[config.mk]
export PLATFORM = sky130hd
export DESIGN_NAME = hazard_ctrl
export DESIGN_NICKNAME = d
export VERILOG_FILES = /design/src/rtl/hazard_pkg.sv /design/src/rtl/hazard_cmp.sv /design/src/rtl/hazard_ctrl.sv
export SDC_FILE = /design/constraint.sdc
export NUM_CORES = 1
export LEC_CHECK = 0
export CAP_MARGIN = 20
export CORE_MARGIN = 3
export CORE_UTILIZATION = 41
export CTS_CLUSTER_DIAMETER = 100
export DETAILED_ROUTE_END_ITERATION = 8
export HOLD_SLACK_MARGIN = 0.05
export PLACE_DENSITY = 0.78
export SYNTH_ARGS = -nofsm -noshare
export SYNTH_HDL_FRONTEND = slang
export SYNTH_SLANG_ARGS = --single-unit
[constraint.sdc]
create_clock -name clk -period 2.1 [get_ports clk]
set_clock_uncertainty 0.05 [all_clocks]
set_input_delay 0.21 -clock clk [delete_from_list [all_inputs] [get_ports clk]]
set_output_delay 0.21 -clock clk [all_outputs]
set_load 0.03 [all_outputs]
[src/rtl/hazard_pkg.sv]
// Shared types and constants for the pipeline hazard controller.
package hazard_pkg;

  // Controller FSM states; the debug port exposes this encoding directly.
  typedef enum logic [1:0] {
    RUN      = 2'd0,
    MEM_WAIT = 2'd1,
    BR_PEND  = 2'd2
  } state_t;

  // Register $zero never carries a real dependency.
  localparam logic [4:0] REG_ZERO = 5'd0;

endpackage : hazard_pkg

[src/rtl/hazard_cmp.sv]
// Load-use dependency comparator between the load in ID/EX and the
// source registers of the instruction in ID. Purely combinational.
module hazard_cmp
  import hazard_pkg::*;
(
  input  logic       ex_memread,
  input  logic [4:0] ex_rt,
  input  logic [4:0] id_rs,
  input  logic [4:0] id_rt,
  input  logic       id_uses_rt,
  output logic       hazard
);

  logic rs_match;
  logic rt_match;

  assign rs_match = (ex_rt == id_rs);
  // rt only matters when the ID instruction actually reads it.
  assign rt_match = id_uses_rt && (ex_rt == id_rt);

  // A load into $zero produces no value anyone can depend on.
  assign hazard = ex_memread && (ex_rt != REG_ZERO) && (rs_match || rt_match);

endmodule : hazard_cmp

[src/rtl/hazard_ctrl.sv]
// Pipeline hazard controller: load-use bubbles, branch flushes and
// whole-pipeline freeze while data memory is busy. A branch resolved while
// memory is busy is remembered in BR_PEND and its flush is applied once the
// pipeline unfreezes. Also counts PC-stall cycles with a saturating counter.
module hazard_ctrl
  import hazard_pkg::*;
#(
  parameter int CNT_W = 16
) (
  input  logic             clk,
  input  logic             rst_n,
  input  logic [4:0]       id_rs,
  input  logic [4:0]       id_rt,
  input  logic             id_uses_rt,
  input  logic             ex_memread,
  input  logic [4:0]       ex_rt,
  input  logic             ex_branch_taken,
  input  logic             mem_busy,
  output logic             pc_write,
  output logic             ifid_write,
  output logic             ifid_flush,
  output logic             idex_flush,
  output logic             pipe_freeze,
  output logic [1:0]       state,
  output logic [CNT_W-1:0] stall_cnt
);

  localparam logic [CNT_W-1:0] CNT_MAX = {CNT_W{1'b1}};
  localparam logic [CNT_W-1:0] CNT_ONE = {{(CNT_W-1){1'b0}}, 1'b1};

  state_t           state_reg;
  state_t           state_next;
  logic [CNT_W-1:0] stall_cnt_reg;
  logic             load_use;

  hazard_cmp u_cmp (
    .ex_memread (ex_memread),
    .ex_rt      (ex_rt),
    .id_rs      (id_rs),
    .id_rt      (id_rt),
    .id_uses_rt (id_uses_rt),
    .hazard     (load_use)
  );

  // State register; reset also drops any pending branch (held as BR_PEND).
  always_ff @(posedge clk or negedge rst_n) begin
    if (!rst_n) begin
      state_reg <= RUN;
    end else begin
      state_reg <= state_next;
    end
  end

  // Next state and control outputs from the current state and live inputs.
  always_comb begin
    pc_write    = 1'b1;
    ifid_write  = 1'b1;
    ifid_flush  = 1'b0;
    idex_flush  = 1'b0;
    pipe_freeze = 1'b0;
    state_next  = RUN;

    if (mem_busy) begin
      // Freeze everything; keep (or start) remembering a taken branch.
      pc_write    = 1'b0;
      ifid_write  = 1'b0;
      pipe_freeze = 1'b1;
      if (ex_branch_taken || (state_reg == BR_PEND)) begin
        state_next = BR_PEND;
      end else begin
        state_next = MEM_WAIT;
      end
    end else begin
      case (state_reg)
        BR_PEND: begin
          // Apply the deferred branch flush; the live branch input is stale.
          ifid_flush = 1'b1;
          idex_flush = 1'b1;
        end
        default: begin
          // RUN, MEM_WAIT after memory completes, and the unused encoding
          // all behave as a normal running cycle.
          if (ex_branch_taken) begin
            ifid_flush = 1'b1;
            idex_flush = 1'b1;
          end else if (load_use) begin
            pc_write   = 1'b0;
            ifid_write = 1'b0;
            idex_flush = 1'b1;
          end
        end
      endcase
    end
  end

  // Count cycles where the PC is held, sticking at the maximum value.
  always_ff @(posedge clk or negedge rst_n) begin
    if (!rst_n) begin
      stall_cnt_reg <= '0;
    end else if (!pc_write && (stall_cnt_reg != CNT_MAX)) begin
      stall_cnt_reg <= stall_cnt_reg + CNT_ONE;
    end
  end

  assign state     = state_reg;
  assign stall_cnt = stall_cnt_reg;

endmodule : hazard_ctrl

==> metrics.yaml, run 1 <==
final_net_count: 182
cts_hold_buf: 0
antenna_found_initial: 0
ys.warnings.count: 0
drc_errors: 0
numCtsBuffers: 3
synth_flop_cell: "dfrtp_1"
finalSetupViolations: 0
endpoint_kind: "output port"
post-place-ws_ns: -0.227
dpl.cell_count: 182
fp.dieH_um: 55.5
cts_buffer_depth: 2
io_pins: 44
ys_seq_area_frac: 0.448
cts.sinks: 18
io_buffers: 43
whs_ns: 0.171
synth_edf_count: 0
grt_use_total: 0.185
antenna_cells: 0
r2r_setup_slack_ns: 0.14
synth_nets: 121
drive_above_1_share: 0.189
core_area_sq_um: 2280
cap_viol_max_count: 0
post_drt_via_cell_ratio: 5.17
syn-instance-count: 99
grt_pass1_wl_um: 4550
place_hpwl_um: 2000
wirelength_um: 2570
wire_per_inst_um: 13.8
worst-setup-path-type: "in2out"
synthArstFlopShare: 1.00
htreeDepth: 1
ant_nets: 0
cp.arrival_ns: 1.76
hold_path.class: "in2async"
gp_congestion: 0.941
clkLatencyLatePin_ns: 0.30
rows: 17
maxSlewViolCount: 0
cts_tree: "done"
fin_crit_ns: 2.02
min_period_over_period: 0.963
netlist_area_sq_um: 1010
drt_iter0_markers: 21
setup_ws_ns: 0.0771
outcome: "finished clean"
yosysUniqueCellTypes: 28
synth-seq-cells: 18
leakagePower_nw: 0.753
area_growth_pct: 63.2
vias: 966
hold_viol: 0
fillers: 192
root_buffer: "clkbuf_4"
final_core_utilization: 0.721
grt_overflow_total: 0
fin_cells: 187
cp.required_ns: 1.84
grt_pass1_vias: 1020
largest_reg_flops: 16
clk_pin_slew_worst_paths_ns: 0.10
syn_area_per_cell_sq_um: 10.2
cp_max_fo: 2
tightestPinTransition_ns: 0.330
irDropWorstVdd_v: 0.000773
die_x_um: 55.5
dr.pass1.iters: 4
initial_core_util: 0.442
fin_tns_setup_ns: 0
powerDensity_nw_per_um2: 779
slew_headroom: 0.778
fmax_mhz: 494
grt_max_degree: 19
die_area_sq_um: 3080
cp-start-kind: "input port"
placed cells by master, fill, tap and decap left out, drive strengths merged:
master	Yosys	routed
o22ai	1	1
ha	1	1
nor4	2	2
nand4	2	2
and4	2	2
nand3	7	7
clkdlybuf4s50	0	36
dlymetal6s2s	0	2
nor2b	1	1
o311a	1	1
nand2b	1	1
inv	5	5
o31a	1	1
and3	2	2
dlygate4sd2	0	2
nand2	7	7
or4	1	1
xor2	10	10
o21a	1	1
nor3	6	6
mux2	1	1
and2	1	1
a21oi	3	3
clkbuf	0	4
buf	3	19
nor2	6	6
dfrtp	18	18
a31oi	1	1
xnor2	15	15
final cells by class:
type	count	area, sq um	share of cell area
multi-input combinational	73	536	0.326
timing repair buffer	59	566	0.345
sequential	18	450	0.274
inverter	5	18.8	0.0114
tap	28	35.0	0.0213
clock buffer	4	36.3	0.0221
cell usage after synthesis (2+ instances only):
library cell | count | area, sq um
nor4_1 | 2 | 12.5
inv_1 | 5 | 18.8
a21oi_1 | 2 | 10.0
nand2_1 | 7 | 26.3
dfrtp_1 | 18 | 450
nor3_1 | 6 | 30.0
xor2_1 | 10 | 87.6
and3_1 | 2 | 12.5
buf_4 | 2 | 15.0
xnor2_1 | 15 | 131
nand3_1 | 7 | 35.0
nor2_1 | 6 | 22.5
and4_1 | 2 | 17.5
where the power goes:
| part | switching (W) | internal, W | total, W |
|---|---|---|---|
| combinational | 0.000295 | 0.000270 | 0.000566 |
| sequential | 0.0000820 | 0.000415 | 0.000497 |
| clock | 0.000110 | 0.000106 | 0.000216 |
| total | 0.000487 | 0.000791 | 0.00128 |
routing by layer:
layer	vias up	track usage	share of wire
li1	458	-	-
met1	459	0.227	0.44
met2	45	0.304	0.47
met3	4	0.0467	0.073
met4	0	0.0833	0.022
met5	-	0	0
per-stage QoR:
stage | cell area (sq um) | power (W)
after floorplan | 1010 | 0.000787
after global placement | 1560 | 0.00104
after detailed placement | 1560 | 0.00107
after CTS | 1630 | 0.00129
after global routing | 1640 | 0.00135
final | 1640 | 0.00128
kinds of logic (layout without fill, tap and decap cells):
logic type,after synthesis,count (layout),synth area share
fa+ha+maj,1,1,0.0124
flops,18,18,0.448
simple gates,38,38,0.200
compound gates,8,8,0.0659
xor+xnor,25,25,0.218
mux,1,1,0.0112
buf+inv,8,68,0.0448
worst paths after layout:
path | startpoint | endpoint | cells past startpoint
setup / recovery | ex_rt[3] | ifid_write | 6
hold / removal | rst_n | stall_cnt[8] | 2
setup reg to reg | stall_cnt[0] | stall_cnt[4] | 7
hold reg to reg | stall_cnt[5] | stall_cnt[5] | 1
max in group asynchronous | rst_n | state[1] | 2
min in group clk | stall_cnt[5] | stall_cnt[5] | 1
worst max-delay path, cell delays in order:
cell and delay, ns:
clkdlybuf4s50_1 0.43, or4_4 0.48, o21a_1 0.19, buf_4 0.14, a31oi_4 0.15, buf_6 0.16
timing repair:
action                     CTS  global route
setup endpoints to repair    3             3
cloned                       0             0
hold endpoints to repair     0             0
gates resized for setup      7             3
setup buffers                0             1
pin swaps                    1             2
No activity file was read; power rests on OpenSTA's default activity.
==> run 2, diff against run 1 <==
==> constraint.sdc (replaced) <==
create_clock -name clk -period 2.1 [get_ports clk]
set_clock_uncertainty 0.05 [all_clocks]
set_input_delay 0.42 -clock clk [delete_from_list [all_inputs] [get_ports clk]]
set_output_delay 0.42 -clock clk [all_outputs]
set_load 0.03 [all_outputs]
==> run 2 against run 1 <==
  * The flow now finishes with violations (negative setup slack)
  * Utilization increased by 2.8 points
  * Total power increased by 1.8%
  * Final cell count increased by 3.2%
  * Flip-flop and latch count unchanged
  * Non-clock buffer count increased by 5
  * Die area unchanged
  * Register-to-register slack got worse by 0.02 ns
  * Sequential share of layout area decreased by 1.0 points
  * Setup slack got worse by 0.15 ns
  * Global-route usage increased by 0.29 points
  * Cell area increased by 3.9%
  * Via count increased by 2.5%
  * Largest power group unchanged
==> metrics.yaml, run 2 (synthesized netlist as in run 1, its figures left out) <==
place_hpwl_um: 2230  # +11%
fmax_mhz: 460  # -7.0%
worst-setup-path-type: "in2out"
grt_use_total: 0.188  # +0.00293
drc_errors: 0  # unchanged
drive_above_1_share: 0.273  # +0.0840
fin_crit_ns: 2.17  # +0.151 ns
die_area_sq_um: 3080  # unchanged
cp-start-kind: "input port"
cp.arrival_ns: 1.70  # -0.06 ns
final_cell_mix: "clkdlybuf4s50_1, buf_4, dfrtp_1"
endpoint_kind: "output port"
grt_pass1_vias: 1037  # +1.7%
ant_nets: 0  # unchanged
gp_congestion: 0.858  # -8.8%
area_growth_pct: 69.5
outcome: "finished, violations left"
post_drt_via_cell_ratio: 5.13  # -0.70%
die_x_um: 55.5  # unchanged
grt_setup_unrepaired: "yes"
slew_headroom: 0.715  # -0.0626
rows: 17  # unchanged
setup_ws_ns: -0.0743  # -0.151 ns
fp.dieH_um: 55.5  # unchanged
p_total_w: 0.00130  # +1.8%
core_area_sq_um: 2280  # unchanged
htreeDepth: 1  # unchanged
clk_pin_slew_worst_paths_ns: 0.10  # about the same
initial_core_util: 0.442  # unchanged
io_pins: 44  # unchanged
dr.pass1.iters: 3  # -1
wire_per_inst_um: 15.5  # +13%
leakagePower_nw: 0.804  # +6.7%
root_buffer: "clkbuf_4"
cts.sinks: 18  # unchanged
hold_path.class: "in2async"
final_core_utilization: 0.749  # +0.0280
tightestPinTransition_ns: 0.423  # +0.0930 ns
grt_pass1_wl_um: 4710  # +3.3%
io_buffers: 43  # unchanged
cts_hold_buf: 0  # unchanged
numCtsBuffers: 3  # unchanged
violations: "negative setup slack"
powerDensity_nw_per_um2: 763  # -2.0%
final_common_cell: "clkdlybuf4s50_1"
grt_overflow_total: 0  # unchanged
vias: 990  # +2.5%
finalSetupViolations: 3  # +3
antenna_found_initial: 0  # unchanged
maxSlewViolCount: 0  # unchanged
wirelength_um: 2990  # +16%
cts_buffer_depth: 2  # unchanged
clkLatencyLatePin_ns: 0.29  # about the same
cp_max_fo: 3  # +1
final_net_count: 188  # +3.3%
grt_max_degree: 19  # unchanged
cap_viol_max_count: 0  # unchanged
cp.required_ns: 1.63  # -0.21 ns
cts_tree: "done"
hold_viol: 0  # unchanged
min_period_over_period: 1.04  # +0.0721
irDropWorstVdd_v: 0.000873  # +13%
largest_reg_flops: 16  # unchanged
antenna_cells: 0  # unchanged
drt_iter0_markers: 41  # +95%
==> run 2: cell count changes in the layout (fill, tap and decap cells not counted), moves of 2 or more <==
cell,delta
xnor2_1,-3
a21oi_2,+2
dlymetal6s2s_1,-2
buf_4,+2
buf_6,+5
dlygate4sd2_1,+10
xnor2_2,+3
clkdlybuf4s50_1,-13
==> run 2: metal layers <==
metal  vias up  GRT usage  part of all wire
li1        475          -                 -
met1       475      0.224              0.42
met2        38      0.346              0.53
met3         2     0.0350             0.045
met4         0     0.0417            0.0050
met5         -          0                 0
==> run 2: final timing paths <==
kind / from / endpoint / slack [ns] / depth (start not counted)
worst max-delay path: ex_rt[1] / pc_write / -0.07 / 6
max in group asynchronous: rst_n / stall_cnt[7] / 1.40 / 2
min in group clk: stall_cnt[5] / stall_cnt[5] / 0.45 / 1
worst min-delay path: rst_n / state[0] / 0.40 / 2
worst min register to register: stall_cnt[5] / stall_cnt[5] / 0.45 / 1
worst max register to register: stall_cnt[0] / stall_cnt[14] / 0.12 / 7
==> run 2: layout make-up <==
type | instances | area (sq um)
Sequential cell | 18 | 450
Timing Repair Buffer | 64 | 594
Multi-Input combinational cell | 74 | 571
Fill cell | 169 | 571
Inverter | 5 | 18.8
Clock buffer | 4 | 36.3
Tap cell | 28 | 35.0
==> run 2: worst max-delay path: stages <==
cell	delay (ns)
buf_8	0.10
or4_4	0.52
o21a_1	0.21
buf_6	0.13
a31oi_4	0.16
buf_6	0.16
==> run 2: per-stage QoR <==
| stage | hold slack, ns | worst slack, ns | setup TNS, ns | area, sq um | std cells |
|---|---|---|---|---|---|
| global placement | 0.438 | -0.481 | -8.29 | 1600 | 185 |
| CTS | 0.403 | -0.0910 | -0.203 | 1660 | 190 |
| finish | 0.398 | -0.0743 | -0.175 | 1710 | 193 |
| detailed placement | 0.426 | -0.559 | -9.45 | 1600 | 185 |
| global route | 0.397 | -0.133 | -0.370 | 1710 | 193 |
| floorplan | 0.0744 | -0.00554 | -0.00554 | 1030 | 99 |
==> run 2: timing repair <==
action	in CTS	in global routing
setup buffers	1	2
setup endpoints to repair	20	8
cloned	0	1
resized for setup	38	5
pin swaps	16	7
hold endpoints to repair	0	0
==> run 2: power breakdown <==
part	internal, W	switching, W
registers	0.000415	0.0000699
clock network	0.000106	0.000109
logic	0.000286	0.000316
